File: config.mk
export PLATFORM = sky130hd
export DESIGN_NAME = lsu_master_flat
export DESIGN_NICKNAME = d
export VERILOG_FILES = /design/src/rtl/lsu_master_if.sv /design/src/rtl/lsu_master.sv /design/src/flat_wrapper.sv
export SDC_FILE = /design/constraint.sdc
export NUM_CORES = 1
export LEC_CHECK = 0
export ABC_AREA = 1
export ABC_CLOCK_PERIOD_IN_PS = 1500
export BUFFER_PORTS_ARGS = -buffer_cell sky130_fd_sc_hd__buf_2
export CORE_ASPECT_RATIO = 0.75
export CORE_MARGIN = 2
export CORE_UTILIZATION = 46
export CTS_CLUSTER_DIAMETER = 30
export DETAILED_ROUTE_END_ITERATION = 6
export PLACE_DENSITY_LB_ADDON = 0.3
export SYNTH_ARGS = -nofsm -noshare
export SYNTH_HDL_FRONTEND = slang
export SYNTH_SLANG_ARGS = --single-unit
File: constraint.sdc
create_clock -name i_clk -period 1.5 [get_ports i_clk]
set_clock_uncertainty 0.15 [all_clocks]
set_input_delay 0.15 -clock i_clk [delete_from_list [all_inputs] [get_ports i_clk]]
set_output_delay 0.15 -clock i_clk [all_outputs]
set_load 0.01 [all_outputs]
File: src/rtl/lsu_master_if.sv
// Core request / response and data-memory port bundle for the load/store initiator.
// Latency: none, wiring only.
// Backpressure: o_req_ready towards the core, i_mem_ready from the memory.
interface lsu_master_if #(
    parameter int ADDR_W = 14
) ();
    // core request
    logic              i_req_valid;
    logic              o_req_ready;
    logic              i_req_fence;
    logic              i_req_we;
    logic [1:0]        i_req_size;
    logic              i_req_unsigned;
    logic [ADDR_W+1:0] i_req_addr;
    logic [31:0]       i_req_wdata;
    // core response
    logic              o_resp_valid;
    logic [31:0]       o_resp_rdata;
    logic              o_resp_misaligned;
    // data-memory port
    logic              o_dm_ren;
    logic              o_dm_wen;
    logic [3:0]        o_dm_ben;
    logic [ADDR_W-1:0] o_dm_addr;
    logic [31:0]       o_dm_wdata;
    logic [31:0]       i_dm_rdata;
    logic              o_fence_i;
    logic              i_mem_ready;

    modport master (
        input  i_req_valid, i_req_fence, i_req_we, i_req_size, i_req_unsigned,
               i_req_addr, i_req_wdata, i_dm_rdata, i_mem_ready,
        output o_req_ready, o_resp_valid, o_resp_rdata, o_resp_misaligned,
               o_dm_ren, o_dm_wen, o_dm_ben, o_dm_addr, o_dm_wdata, o_fence_i
    );

    modport slave (
        output i_req_valid, i_req_fence, i_req_we, i_req_size, i_req_unsigned,
               i_req_addr, i_req_wdata, i_dm_rdata, i_mem_ready,
        input  o_req_ready, o_resp_valid, o_resp_rdata, o_resp_misaligned,
               o_dm_ren, o_dm_wen, o_dm_ben, o_dm_addr, o_dm_wdata, o_fence_i
    );
endinterface

File: src/rtl/lsu_master.sv
// Load/store initiator for the data-memory port: aligns, issues, extends loads, sequences fence.i.
// Latency from accept with memory ready: misaligned T+1, store T+2, load T+3.
// Backpressure: one request in flight; stalls in ISSUE/FENCE states while i_mem_ready is low.
module lsu_master #(
    parameter int ADDR_W = 14
) (
    input  logic         i_clk,
    input  logic         i_rst_n,
    lsu_master_if.master bus
);

    typedef enum logic [2:0] {
        S_IDLE,
        S_ISSUE,
        S_RDATA,
        S_FENCE_ISSUE,
        S_FENCE_BUSY,
        S_FENCE_DONE,
        S_RESP
    } state_t;

    state_t            state;
    logic [ADDR_W+1:0] addr_q;
    logic [1:0]        size_q;
    logic              we_q;
    logic              uns_q;
    logic [3:0]        ben_q;
    logic [31:0]       wdata_q;
    logic              req_ready_q;
    logic              resp_valid_q;
    logic              resp_mis_q;
    logic [31:0]       resp_rdata_q;

    logic              issue_go;
    logic [31:0]       rd_lane;
    logic [31:0]       rd_ext;

    function automatic logic is_misaligned(input logic [1:0] size, input logic [1:0] lo);
        case (size)
            2'b00:   return 1'b0;
            2'b01:   return lo[0];
            2'b10:   return lo != 2'b00;
            default: return 1'b1;
        endcase
    endfunction

    function automatic logic [3:0] lane_ben(input logic [1:0] size, input logic [1:0] lo);
        case (size)
            2'b00:   return 4'b0001 << lo;
            2'b01:   return lo[1] ? 4'b1100 : 4'b0011;
            default: return 4'b1111;
        endcase
    endfunction

    // Narrow stores are replicated so the selected byte lanes carry the data wherever they sit.
    function automatic logic [31:0] lane_wdata(input logic [1:0] size, input logic [31:0] w);
        case (size)
            2'b00:   return {4{w[7:0]}};
            2'b01:   return {2{w[15:0]}};
            default: return w;
        endcase
    endfunction

    // Lane select and sign/zero extension of the returning read word.
    assign rd_lane = bus.i_dm_rdata >> {addr_q[1:0], 3'b000};

    always_comb begin
        rd_ext = rd_lane;
        case (size_q)
            2'b00:   rd_ext = {{24{rd_lane[7] & ~uns_q}}, rd_lane[7:0]};
            2'b01:   rd_ext = {{16{rd_lane[15] & ~uns_q}}, rd_lane[15:0]};
            default: rd_ext = rd_lane;
        endcase
    end

    // Strobes fire only in the cycle the memory can take them, so they are gated by i_mem_ready.
    assign issue_go      = (state == S_ISSUE) && bus.i_mem_ready;
    assign bus.o_dm_wen  = issue_go && we_q;
    assign bus.o_dm_ren  = issue_go && !we_q;
    assign bus.o_dm_ben  = issue_go ? ben_q : 4'b0000;
    assign bus.o_fence_i = (state == S_FENCE_ISSUE) && bus.i_mem_ready;
    assign bus.o_dm_addr = addr_q[ADDR_W+1:2];
    assign bus.o_dm_wdata = wdata_q;

    assign bus.o_req_ready       = req_ready_q;
    assign bus.o_resp_valid      = resp_valid_q;
    assign bus.o_resp_rdata      = resp_rdata_q;
    assign bus.o_resp_misaligned = resp_mis_q;

    // Request sequencing FSM; response fields only change on the way into RESP.
    always_ff @(posedge i_clk or negedge i_rst_n) begin
        if (!i_rst_n) begin
            state        <= S_IDLE;
            addr_q       <= '0;
            size_q       <= 2'b00;
            we_q         <= 1'b0;
            uns_q        <= 1'b0;
            ben_q        <= 4'b0000;
            wdata_q      <= '0;
            req_ready_q  <= 1'b1;
            resp_valid_q <= 1'b0;
            resp_mis_q   <= 1'b0;
            resp_rdata_q <= '0;
        end else begin
            resp_valid_q <= 1'b0;
            case (state)
                S_IDLE: begin
                    if (bus.i_req_valid) begin
                        req_ready_q <= 1'b0;
                        if (bus.i_req_fence) begin
                            state <= S_FENCE_ISSUE;
                        end else begin
                            addr_q  <= bus.i_req_addr;
                            size_q  <= bus.i_req_size;
                            we_q    <= bus.i_req_we;
                            uns_q   <= bus.i_req_unsigned;
                            ben_q   <= lane_ben(bus.i_req_size, bus.i_req_addr[1:0]);
                            wdata_q <= lane_wdata(bus.i_req_size, bus.i_req_wdata);
                            if (is_misaligned(bus.i_req_size, bus.i_req_addr[1:0])) begin
                                state        <= S_RESP;
                                resp_valid_q <= 1'b1;
                                resp_mis_q   <= 1'b1;
                                resp_rdata_q <= '0;
                            end else begin
                                state <= S_ISSUE;
                            end
                        end
                    end
                end
                S_ISSUE: begin
                    if (bus.i_mem_ready) begin
                        if (we_q) begin
                            state        <= S_RESP;
                            resp_valid_q <= 1'b1;
                            resp_mis_q   <= 1'b0;
                            resp_rdata_q <= '0;
                        end else begin
                            state <= S_RDATA;
                        end
                    end
                end
                S_RDATA: begin
                    state        <= S_RESP;
                    resp_valid_q <= 1'b1;
                    resp_mis_q   <= 1'b0;
                    resp_rdata_q <= rd_ext;
                end
                S_FENCE_ISSUE: begin
                    if (bus.i_mem_ready) state <= S_FENCE_BUSY;
                end
                S_FENCE_BUSY: begin
                    // memory drops ready once it starts its sync
                    if (!bus.i_mem_ready) state <= S_FENCE_DONE;
                end
                S_FENCE_DONE: begin
                    if (bus.i_mem_ready) begin
                        state        <= S_RESP;
                        resp_valid_q <= 1'b1;
                        resp_mis_q   <= 1'b0;
                        resp_rdata_q <= '0;
                    end
                end
                S_RESP: begin
                    state       <= S_IDLE;
                    req_ready_q <= 1'b1;
                end
                default: begin
                    state       <= S_IDLE;
                    req_ready_q <= 1'b1;
                end
            endcase
        end
    end

endmodule
File: src/flat_wrapper.sv
// flat-port wrapper written by rule: the top's interface ports become plain ports
module lsu_master_flat 
#(
    parameter int ADDR_W = 14
)
  (i_clk, i_rst_n, bus_i_req_valid, bus_i_req_fence, bus_i_req_we, bus_i_req_size, bus_i_req_unsigned, bus_i_req_addr, bus_i_req_wdata, bus_i_dm_rdata, bus_i_mem_ready, bus_o_req_ready, bus_o_resp_valid, bus_o_resp_rdata, bus_o_resp_misaligned, bus_o_dm_ren, bus_o_dm_wen, bus_o_dm_ben, bus_o_dm_addr, bus_o_dm_wdata, bus_o_fence_i);
  lsu_master_if #(.ADDR_W(ADDR_W)) bus_i ();
  input  logic i_clk;
  input  logic i_rst_n;
  input wire logic [$bits(bus_i.i_req_valid)-1:0] bus_i_req_valid;
  input wire logic [$bits(bus_i.i_req_fence)-1:0] bus_i_req_fence;
  input wire logic [$bits(bus_i.i_req_we)-1:0] bus_i_req_we;
  input wire logic [$bits(bus_i.i_req_size)-1:0] bus_i_req_size;
  input wire logic [$bits(bus_i.i_req_unsigned)-1:0] bus_i_req_unsigned;
  input wire logic [$bits(bus_i.i_req_addr)-1:0] bus_i_req_addr;
  input wire logic [$bits(bus_i.i_req_wdata)-1:0] bus_i_req_wdata;
  input wire logic [$bits(bus_i.i_dm_rdata)-1:0] bus_i_dm_rdata;
  input wire logic [$bits(bus_i.i_mem_ready)-1:0] bus_i_mem_ready;
  output wire logic [$bits(bus_i.o_req_ready)-1:0] bus_o_req_ready;
  output wire logic [$bits(bus_i.o_resp_valid)-1:0] bus_o_resp_valid;
  output wire logic [$bits(bus_i.o_resp_rdata)-1:0] bus_o_resp_rdata;
  output wire logic [$bits(bus_i.o_resp_misaligned)-1:0] bus_o_resp_misaligned;
  output wire logic [$bits(bus_i.o_dm_ren)-1:0] bus_o_dm_ren;
  output wire logic [$bits(bus_i.o_dm_wen)-1:0] bus_o_dm_wen;
  output wire logic [$bits(bus_i.o_dm_ben)-1:0] bus_o_dm_ben;
  output wire logic [$bits(bus_i.o_dm_addr)-1:0] bus_o_dm_addr;
  output wire logic [$bits(bus_i.o_dm_wdata)-1:0] bus_o_dm_wdata;
  output wire logic [$bits(bus_i.o_fence_i)-1:0] bus_o_fence_i;
  assign bus_i.i_req_valid = bus_i_req_valid;
  assign bus_i.i_req_fence = bus_i_req_fence;
  assign bus_i.i_req_we = bus_i_req_we;
  assign bus_i.i_req_size = bus_i_req_size;
  assign bus_i.i_req_unsigned = bus_i_req_unsigned;
  assign bus_i.i_req_addr = bus_i_req_addr;
  assign bus_i.i_req_wdata = bus_i_req_wdata;
  assign bus_i.i_dm_rdata = bus_i_dm_rdata;
  assign bus_i.i_mem_ready = bus_i_mem_ready;
  assign bus_o_req_ready = bus_i.o_req_ready;
  assign bus_o_resp_valid = bus_i.o_resp_valid;
  assign bus_o_resp_rdata = bus_i.o_resp_rdata;
  assign bus_o_resp_misaligned = bus_i.o_resp_misaligned;
  assign bus_o_dm_ren = bus_i.o_dm_ren;
  assign bus_o_dm_wen = bus_i.o_dm_wen;
  assign bus_o_dm_ben = bus_i.o_dm_ben;
  assign bus_o_dm_addr = bus_i.o_dm_addr;
  assign bus_o_dm_wdata = bus_i.o_dm_wdata;
  assign bus_o_fence_i = bus_i.o_fence_i;
  lsu_master #(.ADDR_W(ADDR_W)) u_core (.i_clk(i_clk), .i_rst_n(i_rst_n), .bus(bus_i));
endmodule
==> results of run 1 <==
worst reg2reg max path, stage by stage, from the launching register on:
cell	delay, ps
dfrtp_1	420
buf_12	150
nor2_4	110
nand2_2	80
nor2_4	160
nor2_8	70
buf_12	150
clkbuf_16	160
nand3_2	60
nand2_1	60
timing repair:
action,in CTS,in global routing
hold buffers,52,0
setup endpoints to repair,57,101
cloned,15,2
setup buffers,12,8
resized for setup,56,53
pin swaps,13,31
hold endpoints to repair,147,0
placed cells by master, fill, tap and decap left out, drive strengths merged:
cell type,instances
buf,239
xor2,1
clkinv,1
nand3b,1
a21oi,47
clkinvlp,2
dfrtp,93
nand3,71
nand2,283
nor2,29
dfstp,1
ha,1
dlygate4sd3,52
o21ai,54
bufinv,1
clkbuf,14
o211ai,5
inv,24
synthesized netlist by cell type:
master and n:
nor2_8 2, o21ai_1 19, xor2_1 1, o211ai_1 5, nand3_2 9, clkinv_1 2
nand3b_1 1, nand2_1 278, clkbuf_1 10, a21oi_1 47, buf_4 19, o21ai_4 1
o21ai_0 34, nand3_1 58, dfrtp_1 93, nor2_4 4, nand3_4 4, inv_1 15
dfstp_2 1, inv_4 1, nor2_1 23, buf_1 2, buf_2 12, nand2_4 1
inv_2 6, nand2_2 4, buf_6 11, ha_1 1
through the flow:
stage               area [um^2]  hold slack (ps)
finish                     7890             16.2
detailed placement         6140             -124
global placement           6140             -127
CTS                        7620             6.10
global route               7890             37.2
floorplan                  5110             -296
cell families after synthesis:
logic type	after synthesis	synth area share, %
XOR/XNOR	1	0.172
AO/OA/AOI/OAI	106	10.9
buffers and inverters	78	9.10
flip-flops	94	46.1
AND/OR/NAND/NOR	384	33.5
adder cells (fa/ha/maj)	1	0.245
flip-flops by register name, summed over array words and instances (netlist names):
name,flops
u_core.bus.o_dm_wdata,32
u_core.bus.o_resp_rdata,32
u_core.addr_q,16
u_core.ben_q,4
u_core.state,3
u_core.size_q,2
u_core.bus.o_req_ready,1
u_core.bus.o_resp_misaligned,1
u_core.bus.o_resp_valid,1
u_core.uns_q,1
u_core.we_q,1
cell type report:
type | count | area (um^2)
clock buffer | 12 | 256
clock inverter | 4 | 53.8
inverter | 24 | 113
sequential | 94 | 2350
tap | 140 | 175
multi-input combinational | 492 | 2520
fill | 791 | 2970
timing repair buffer | 293 | 2410
power breakdown:
group	internal [mW]	switching, mW
logic	3.82	4.84
registers	3.69	0.767
clock network	1.39	1.00
worst paths after layout:
check	slack [ps]	cells after the start	endpoint	startpoint
min	20	5	u_core.bus.o_resp_rdata[0]	bus_i_dm_rdata[0]
max reg2reg	-170	9	u_core.bus.o_resp_rdata[28]	u_core.state[1]
min in group asynchronous	70	2	u_core.ben_q[0]	i_rst_n
max in group asynchronous	620	3	u_core.state[0]	i_rst_n
min reg2reg	320	2	u_core.addr_q[15]	u_core.addr_q[15]
max	-210	6	bus_o_dm_ben[3]	u_core.state[1]
layer usage:
layer,share of wire [%],vias to the layer above,GRT usage (%)
met1,41,2638,38.0
met4,1.8,0,9.91
met3,9.1,38,7.91
li1,-,2630,-
met2,48,301,48.3
met5,0,-,0
==> results.sh, run 1 <==
export IMPL_die_w_um=126
export IMPL_clock_latency_ps=340
export IMPL_start_kind="register"
export IMPL_critPathCaptureType="output pin"
export IMPL_wl_per_cell_um=17.2
export IMPL_grt_setup_unrepaired="yes"
export IMPL_clk_pin_slew_worst_paths_ps=70
export IMPL_hp_class="input pin to register"
export IMPL_ant_nets=0
export IMPL_drive_above_1_share_pct=36.9
export IMPL_cp_cell_sequence="inv_2, nand2_4, nor2_4, nand2_4, nor2_1, buf_2"
export IMPL_critical_path_top_delay_family="flip-flops"
export IMPL_die_y_um=95.2
export IMPL_grt_pass1_vias=5362
export IMPL_violations="negative setup slack"
export IMPL_final_cells=1059
export IMPL_period_share_pct=114
export IMPL_core_um2=10900
export IMPL_yosys_area_top_type_share_pct=45.6
export IMPL_grt_overflow_total=0
export IMPL_cts_made_buffers=9
export IMPL_drtIter0Drc=483
export IMPL_routed_wl_um=18200
export IMPL_initial_core_util_pct=47.0
export IMPL_ios=177
export IMPL_cts_tree="yes"
export IMPL_antennaDiodeCount=0
export IMPL_irDropWorstVdd_uv=971
export IMPL_grt_pass1_wl_um=27600
export IMPL_h_tree_depth=3
export IMPL_cp_slowest_cell="dfrtp_1"
export IMPL_syn_inst=664
export IMPL_dp_cells=956
export IMPL_synthTopCellsByArea="dfrtp_1 (46%), nand2_1 (20%), nand3_1 (5.7%)"
export IMPL_dieArea_um2=12000
export IMPL_synth_distinct_cells=28
export IMPL_path_common_cell="nand2_4"
export IMPL_antenna_found_initial=0
export IMPL_yosysTopAreaCell="dfrtp_1"
export IMPL_area_growth_pct=54.6
export IMPL_grtUsageTotal_pct=29.4
export IMPL_status="finished, violations left"
export IMPL_p_leak_nw=4.23
export IMPL_layout_nets=1004
export IMPL_finalHoldViolCount=0
export IMPL_cp_max_fo=5
export IMPL_slew_headroom_pct=78.8
export IMPL_max_stage_delay_ps=420
export IMPL_viasPerCell=5.29
export IMPL_syn_area_per_cell_um2=7.68
export IMPL_cts_buffer_depth=2
export IMPL_drc=0
export IMPL_tns_ps=-9330
export IMPL_synth_fp_nets=754
export IMPL_drv_slew=0
export IMPL_first_pass_iters=6
export IMPL_critical_path_required_ps=1200
export IMPL_fmax_ghz=0.584
export IMPL_cts_sinks=94
export IMPL_tightest_slew_ps=315
export IMPL_critPathKind="register to output pin"
export IMPL_grt_max_degree=44
export IMPL_setup_viol=99
export IMPL_min_period_ps=1710
export IMPL_cts_root_buffer="clkbuf_16"
export IMPL_gp_congestion=0.878
export IMPL_cap_viol_max_count=0
export IMPL_rows=33
export IMPL_finalPower_mw=15.5
export IMPL_place_hpwl_um=10500
export IMPL_cp_data_arrival_time_ps=1410
export IMPL_setup_slack_ps=-212
export IMPL_powerDensity_nw_per_um2=1970
export IMPL_vias=5607
export IMPL_mappedNetlistArea_um2=5100
export IMPL_ys_warn_count=0
export IMPL_numPortBuffers=176
export IMPL_yosysSeqAreaShare_pct=46.1
export IMPL_place_ws_ps=-68.8
export IMPL_fin_util_pct=72.6
export IMPL_cp_buffers_inverters=2
export IMPL_ys_ff_latch=94
No activity file was read; power rests on OpenSTA's default activity.
==> inputs of run 2 (changes only) <==
- CORE_MARGIN: 2 -> 5
==> results.sh, run 2 (synthesis gave the netlist of run 1 again) <==
export IMPL_power_internal_mw=8.97
export IMPL_place_hpwl_um=11100
export IMPL_cts_buffer_depth=2
export IMPL_grt_pass1_wl_um=29400
export IMPL_drive_above_1_share_pct=42.1
export IMPL_cts_sinks=94
export IMPL_irDropWorstVdd_uv=971
export IMPL_critPathCaptureType="register"
export IMPL_critical_path_top_delay_family="simple AND/OR/NAND/NOR gates"
export IMPL_dieArea_um2=13300
export IMPL_clock_latency_ps=340
export IMPL_route_met3_wl_um=1970
export IMPL_cap_viol_max_count=0
export IMPL_wl_per_cell_um=18.3
export IMPL_antenna_found_initial=1
export IMPL_p_sw_share_pct=43.4
export IMPL_cp_slowest_cell="dfrtp_1"
export IMPL_cp_buffers_inverters=3
export IMPL_gp_congestion=1.01
export IMPL_cts_tree="yes"
export IMPL_cts_made_buffers=9
export IMPL_clk_pin_slew_worst_paths_ps=70
export IMPL_status="finished, violations left"
export IMPL_h_tree_depth=3
export IMPL_first_pass_iters=7
export IMPL_routed_wl_um=19500
export IMPL_cp_data_arrival_time_ps=1800
export IMPL_layout_nets=1012
export IMPL_wl_met1_um=7520
export IMPL_highest_layer="met4"
export IMPL_mostFrequentLayoutCell="nand2_1"
export IMPL_critPathKind="register to register"
export IMPL_layout_common_cells="nand2_1 (236), buf_2 (172), dfrtp_1 (92), dlygate4sd3_1 (53), a21oi_1 (47)"
export IMPL_fin_area_um2=8280
export IMPL_area_growth_pct=62.3
export IMPL_p_switching_mw=6.86
export IMPL_grtUsageTotal_pct=27.1
export IMPL_cp_max_fo=7
export IMPL_critical_path_required_ps=1570
export IMPL_clock_power_share_pct=15.2
export IMPL_p_leak_nw=4.43
export IMPL_violations="design-rule violations, negative setup slack"
export IMPL_ios=177
export IMPL_die_y_um=101
export IMPL_grt_overflow_total=0
export IMPL_grt_setup_unrepaired="yes"
export IMPL_dp_cells=956
export IMPL_ant_nets=0
export IMPL_final_cells=1068
export IMPL_setup_viol=97
export IMPL_viasPerCell=5.55
export IMPL_start_kind="register"
export IMPL_core_um2=10900
export IMPL_tightest_slew_ps=355
export IMPL_grt_pass1_vias=5784
export IMPL_drc=2
export IMPL_powerDensity_nw_per_um2=1910
export IMPL_cp_cell_sequence="buf_6, nor2_4, nand2_4, nor2_8, buf_6, nand2_8, clkbuf_16, nand3_2, nand2_1"
export IMPL_max_stage_delay_ps=420
export IMPL_cts_root_buffer="clkbuf_16"
export IMPL_die_w_um=132
export IMPL_route_met2_wl_um=9440
export IMPL_initial_core_util_pct=46.8
export IMPL_dpl_cell_area_um2=6180
export IMPL_grt_max_degree=39
export IMPL_numPortBuffers=176
export IMPL_path_common_cell="buf_6"
export IMPL_comb_power_share_pct=56.2
export IMPL_hp_class="input pin to register"
export IMPL_rows=33
export IMPL_min_period_ps=1730
export IMPL_drtIter0Drc=554
export IMPL_setup_slack_ps=-225
export IMPL_fillCellCount=717
export IMPL_seq_power_share_pct=28.6
export IMPL_vias=5923
export IMPL_finalHoldViolCount=0
export IMPL_period_share_pct=115
export IMPL_drv_slew=0
export IMPL_fmax_ghz=0.580
export IMPL_slew_headroom_pct=76.4
-- run 2: worst register-to-register path: stages (launching register included) --
cell and delay (ps):
dfrtp_1 420, buf_6 140, nor2_4 110, nand2_4 90, nor2_8 130, buf_6 130
nand2_8 120, clkbuf_16 220, nand3_2 50, nand2_1 60
-- run 2: repair_timing --
action                                  CTS  global route
pin swaps                                33            44
gates cloned                             13             8
endpoints found under the setup margin   66           101
endpoints found under the hold margin   148             0
hold buffers                             53             0
gates resized for setup                 101            74
buffers inserted                         17             6
-- run 2: per-layer routing --
metal  GRT usage (%)  vias up
met5               0        -
met4            8.46        0
met3            7.70       72
met2            46.3      396
met1            33.8     2796
li1                -     2659
-- run 2: power by group through the flow --
stage                     combinational (mW)  sequential [mW]  clock [mW]
after CTS                               7.81             4.45        2.42
after floorplan                         4.19             4.65           0
after global routing                    9.60             4.64        2.52
final                                   8.89             4.53        2.40
after global placement                  6.43             4.39           0
after detailed placement                6.60             4.41           0
-- run 2: through the flow --
stage                     total power [mW]  setup slack, ps  TNS, ps  util (%)  hold WS (ps)
final                                 15.8             -225   -16330      76.0          21.8
after global routing                  16.8             -288   -22640      76.0          37.4
after CTS                             14.7             -168   -11170      71.7          4.44
after detailed placement              11.0            -79.8     -829      56.7         -64.7
after global placement                10.8            -40.3    -70.2      56.7         -63.8
after floorplan                       8.84            0.324        0         -          -296
-- run 2: area by class of cell --
class	count	area [um^2]	area share (%)
Sequential cell	94	2350	28.4
Tap cell	140	175	2.12
Timing Repair Buffer	300	2580	31.1
Clock inverter	6	68.8	0.831
Multi-Input combinational cell	492	2740	33.0
Clock buffer	10	239	2.89
Timing Repair inverter	1	11.3	0.136
Inverter	24	114	1.38
Antenna cell	1	2.50	0.0302
-- run 2: path summary, 6_finish.rpt --
kind / startpoint / to / slack [ps] / cells after the start
min in group asynchronous: i_rst_n / u_core.state[0] / 110 / 2
max: u_core.state[2] / u_core.bus.o_resp_rdata[4] / -230 / 9
max reg2reg: u_core.state[2] / u_core.bus.o_resp_rdata[4] / -230 / 9
min: bus_i_dm_rdata[1] / u_core.bus.o_resp_rdata[1] / 20 / 5
min reg2reg: u_core.bus.o_req_ready / u_core.bus.o_req_ready / 310 / 2
max in group asynchronous: i_rst_n / u_core.addr_q[15] / 560 / 3
==> inputs of run 3 (changes only) <==
- SKIP_CTS_REPAIR_TIMING: default -> 1
==> results.sh, run 3 (synthesis gave the netlist of run 1 again) <==
export IMPL_status="finished, violations left"
export IMPL_violations="negative setup slack"
export IMPL_route_met2_wl_um=8820
export IMPL_h_tree_depth=3
export IMPL_vias=5839
export IMPL_timing_rr_end="u_core.bus.o_dm_wdata[21]"
export IMPL_fin_hold_ws_ps=4.98
export IMPL_r2r_start="u_core.state[0]"
export IMPL_powerDensity_nw_per_um2=1960
export IMPL_dieArea_um2=13300
export IMPL_layout_nets=1003
export IMPL_clock_latency_ps=340
export IMPL_rows=33
export IMPL_gp_congestion=1.01
export IMPL_viasPerCell=5.52
export IMPL_cts_buffer_depth=2
export IMPL_highest_layer="met4"
export IMPL_route_met3_wl_um=2130
export IMPL_mostFrequentLayoutCell="nand2_1"
export IMPL_reg2reg_depth=7
export IMPL_drtIter0Drc=707
export IMPL_r2r_slack_ps=-210
export IMPL_antenna_found_initial=0
export IMPL_irDropWorstVdd_uv=907
export IMPL_grt_max_degree=45
export IMPL_drv_slew=0
export IMPL_fillCellCount=764
export IMPL_critPathCaptureType="register"
export IMPL_multiInputGateArea_um2=2690
export IMPL_critPathKind="register to register"
export IMPL_core_um2=10900
export IMPL_hold_path_cell_count=3
export IMPL_die_y_um=101
export IMPL_numPortBuffers=176
export IMPL_seq_area_um2=2350
export IMPL_place_ws_ps=-79.8
export IMPL_grt_pass1_wl_um=23800
export IMPL_fin_util_pct=73.8
export IMPL_setup_viol=98
export IMPL_cap_viol_max_count=0
export IMPL_grtUsageTotal_pct=21.6
export IMPL_cts_sinks=94
export IMPL_critical_path_required_ps=1620
export IMPL_max_stage_delay_ps=480
export IMPL_drc=0
export IMPL_routed_wl_um=18800
export IMPL_clk_pin_slew_worst_paths_ps=70
export IMPL_slew_headroom_pct=76.9
export IMPL_first_pass_iters=5
export IMPL_cp_max_fo=6
export IMPL_worstHoldEndpoint="u_core.size_q[1]"
export IMPL_cp_cell_sequence="nor2_4, nand2_4, nor2_8, buf_6, clkbuf_16, o21ai_2, o21ai_1"
export IMPL_dp_cells=956
export IMPL_start_kind="register"
export IMPL_finalHoldViolCount=0
export IMPL_grt_pass1_vias=4878
export IMPL_hp_class="input pin to register"
export IMPL_layout_common_cells="nand2_1 (257), buf_2 (172), dfrtp_1 (92), dlygate4sd3_1 (52), a21oi_1 (43)"
export IMPL_initial_core_util_pct=46.8
export IMPL_die_w_um=132
export IMPL_fmax_ghz=0.584
export IMPL_cp_slowest_cell="dfrtp_2"
export IMPL_wl_met1_um=7310
export IMPL_ant_nets=0
export IMPL_wl_per_cell_um=17.8
export IMPL_grt_overflow_total=0
export IMPL_ios=177
export IMPL_drive_above_1_share_pct=39.3
export IMPL_setup_slack_ps=-213
export IMPL_place_hpwl_um=11100
export IMPL_cp_data_arrival_time_ps=1830
export IMPL_cts_made_buffers=9
export IMPL_area_growth_pct=57.7
export IMPL_period_share_pct=114
export IMPL_antennaDiodeCount=0
export IMPL_hp_start="bus_i_req_size[1]"
export IMPL_tightest_slew_ps=343
export IMPL_cts_tree="yes"
export IMPL_min_period_ps=1710
export IMPL_p_leak_nw=4.28
export IMPL_grt_setup_unrepaired="yes"
export IMPL_cts_root_buffer="clkbuf_16"
export IMPL_final_cells=1058
## run 3: changes by cell type in the layout (fill, tap and decap cells not counted), moves of 6 or more
cell       before  now
nand2_1       236  257
nand2_2        32   15
buf_16         11    1
clkbuf_16      16   23
o21ai_2        17   10
buf_4          26   20
o21ai_1        22   28
## run 3: stage by stage
| step | setup TNS (ps) | cell area (um^2) | total power [mW] |
|---|---|---|---|
| 2_1_floorplan | 0 | 5110 | 8.84 |
| 3_3_place_gp | -70.2 | 6180 | 10.8 |
| 3_5_place_dp | -829 | 6180 | 11.0 |
| 4_1_cts | -3930 | 6490 | 13.4 |
| 5_1_grt | -23830 | 8050 | 16.7 |
| 6_report | -17210 | 8050 | 15.7 |
## run 3: worst max path at each step
stage	startpoint	endpoint	slack (ps)	cells past startpoint
floorplan	u_core.state[2]	u_core.bus.o_dm_wdata[15]	0.3	9
global placement	u_core.state[1]	bus_o_dm_ren	-40	6
detailed placement	u_core.state[2]	u_core.bus.o_resp_rdata[6]	-80	7
CTS	u_core.state[1]	bus_o_dm_ren	-440	6
global route	u_core.state[1]	bus_o_dm_ben[1]	-280	6
finish	u_core.state[0]	u_core.bus.o_dm_wdata[21]	-210	7
## run 3: layer usage
layer	vias to the layer above	GRT usage (%)
met5	-	0
met4	0	6.17
met3	60	6.16
met2	407	34.0
met1	2733	29.6
li1	2639	-
## run 3: final cells by class
class                   instances  area share [%]
inverters                      24            1.37
clock buffers                  10            2.97
multi-input cells             493            33.4
well taps                     140            2.18
repair buffers                291            29.9
flip-flops and latches         94            29.3
clock inverters                 6           0.855
## run 3: power by group
part / internal, mW / switching (mW) / leakage [nW]
sequential: 3.69 / 0.802 / 1.19
combinational: 3.86 / 5.00 / 2.95
clock: 1.35 / 1.03 / 0.149
## run 3: worst max-delay path, delay by kind of cell, from the launching register on
family,cells,cell delay [ps]
AOI/OAI and AO/OA,2,180
buffers and inverters,2,300
DFF,1,480
and+or+nand+nor,3,530
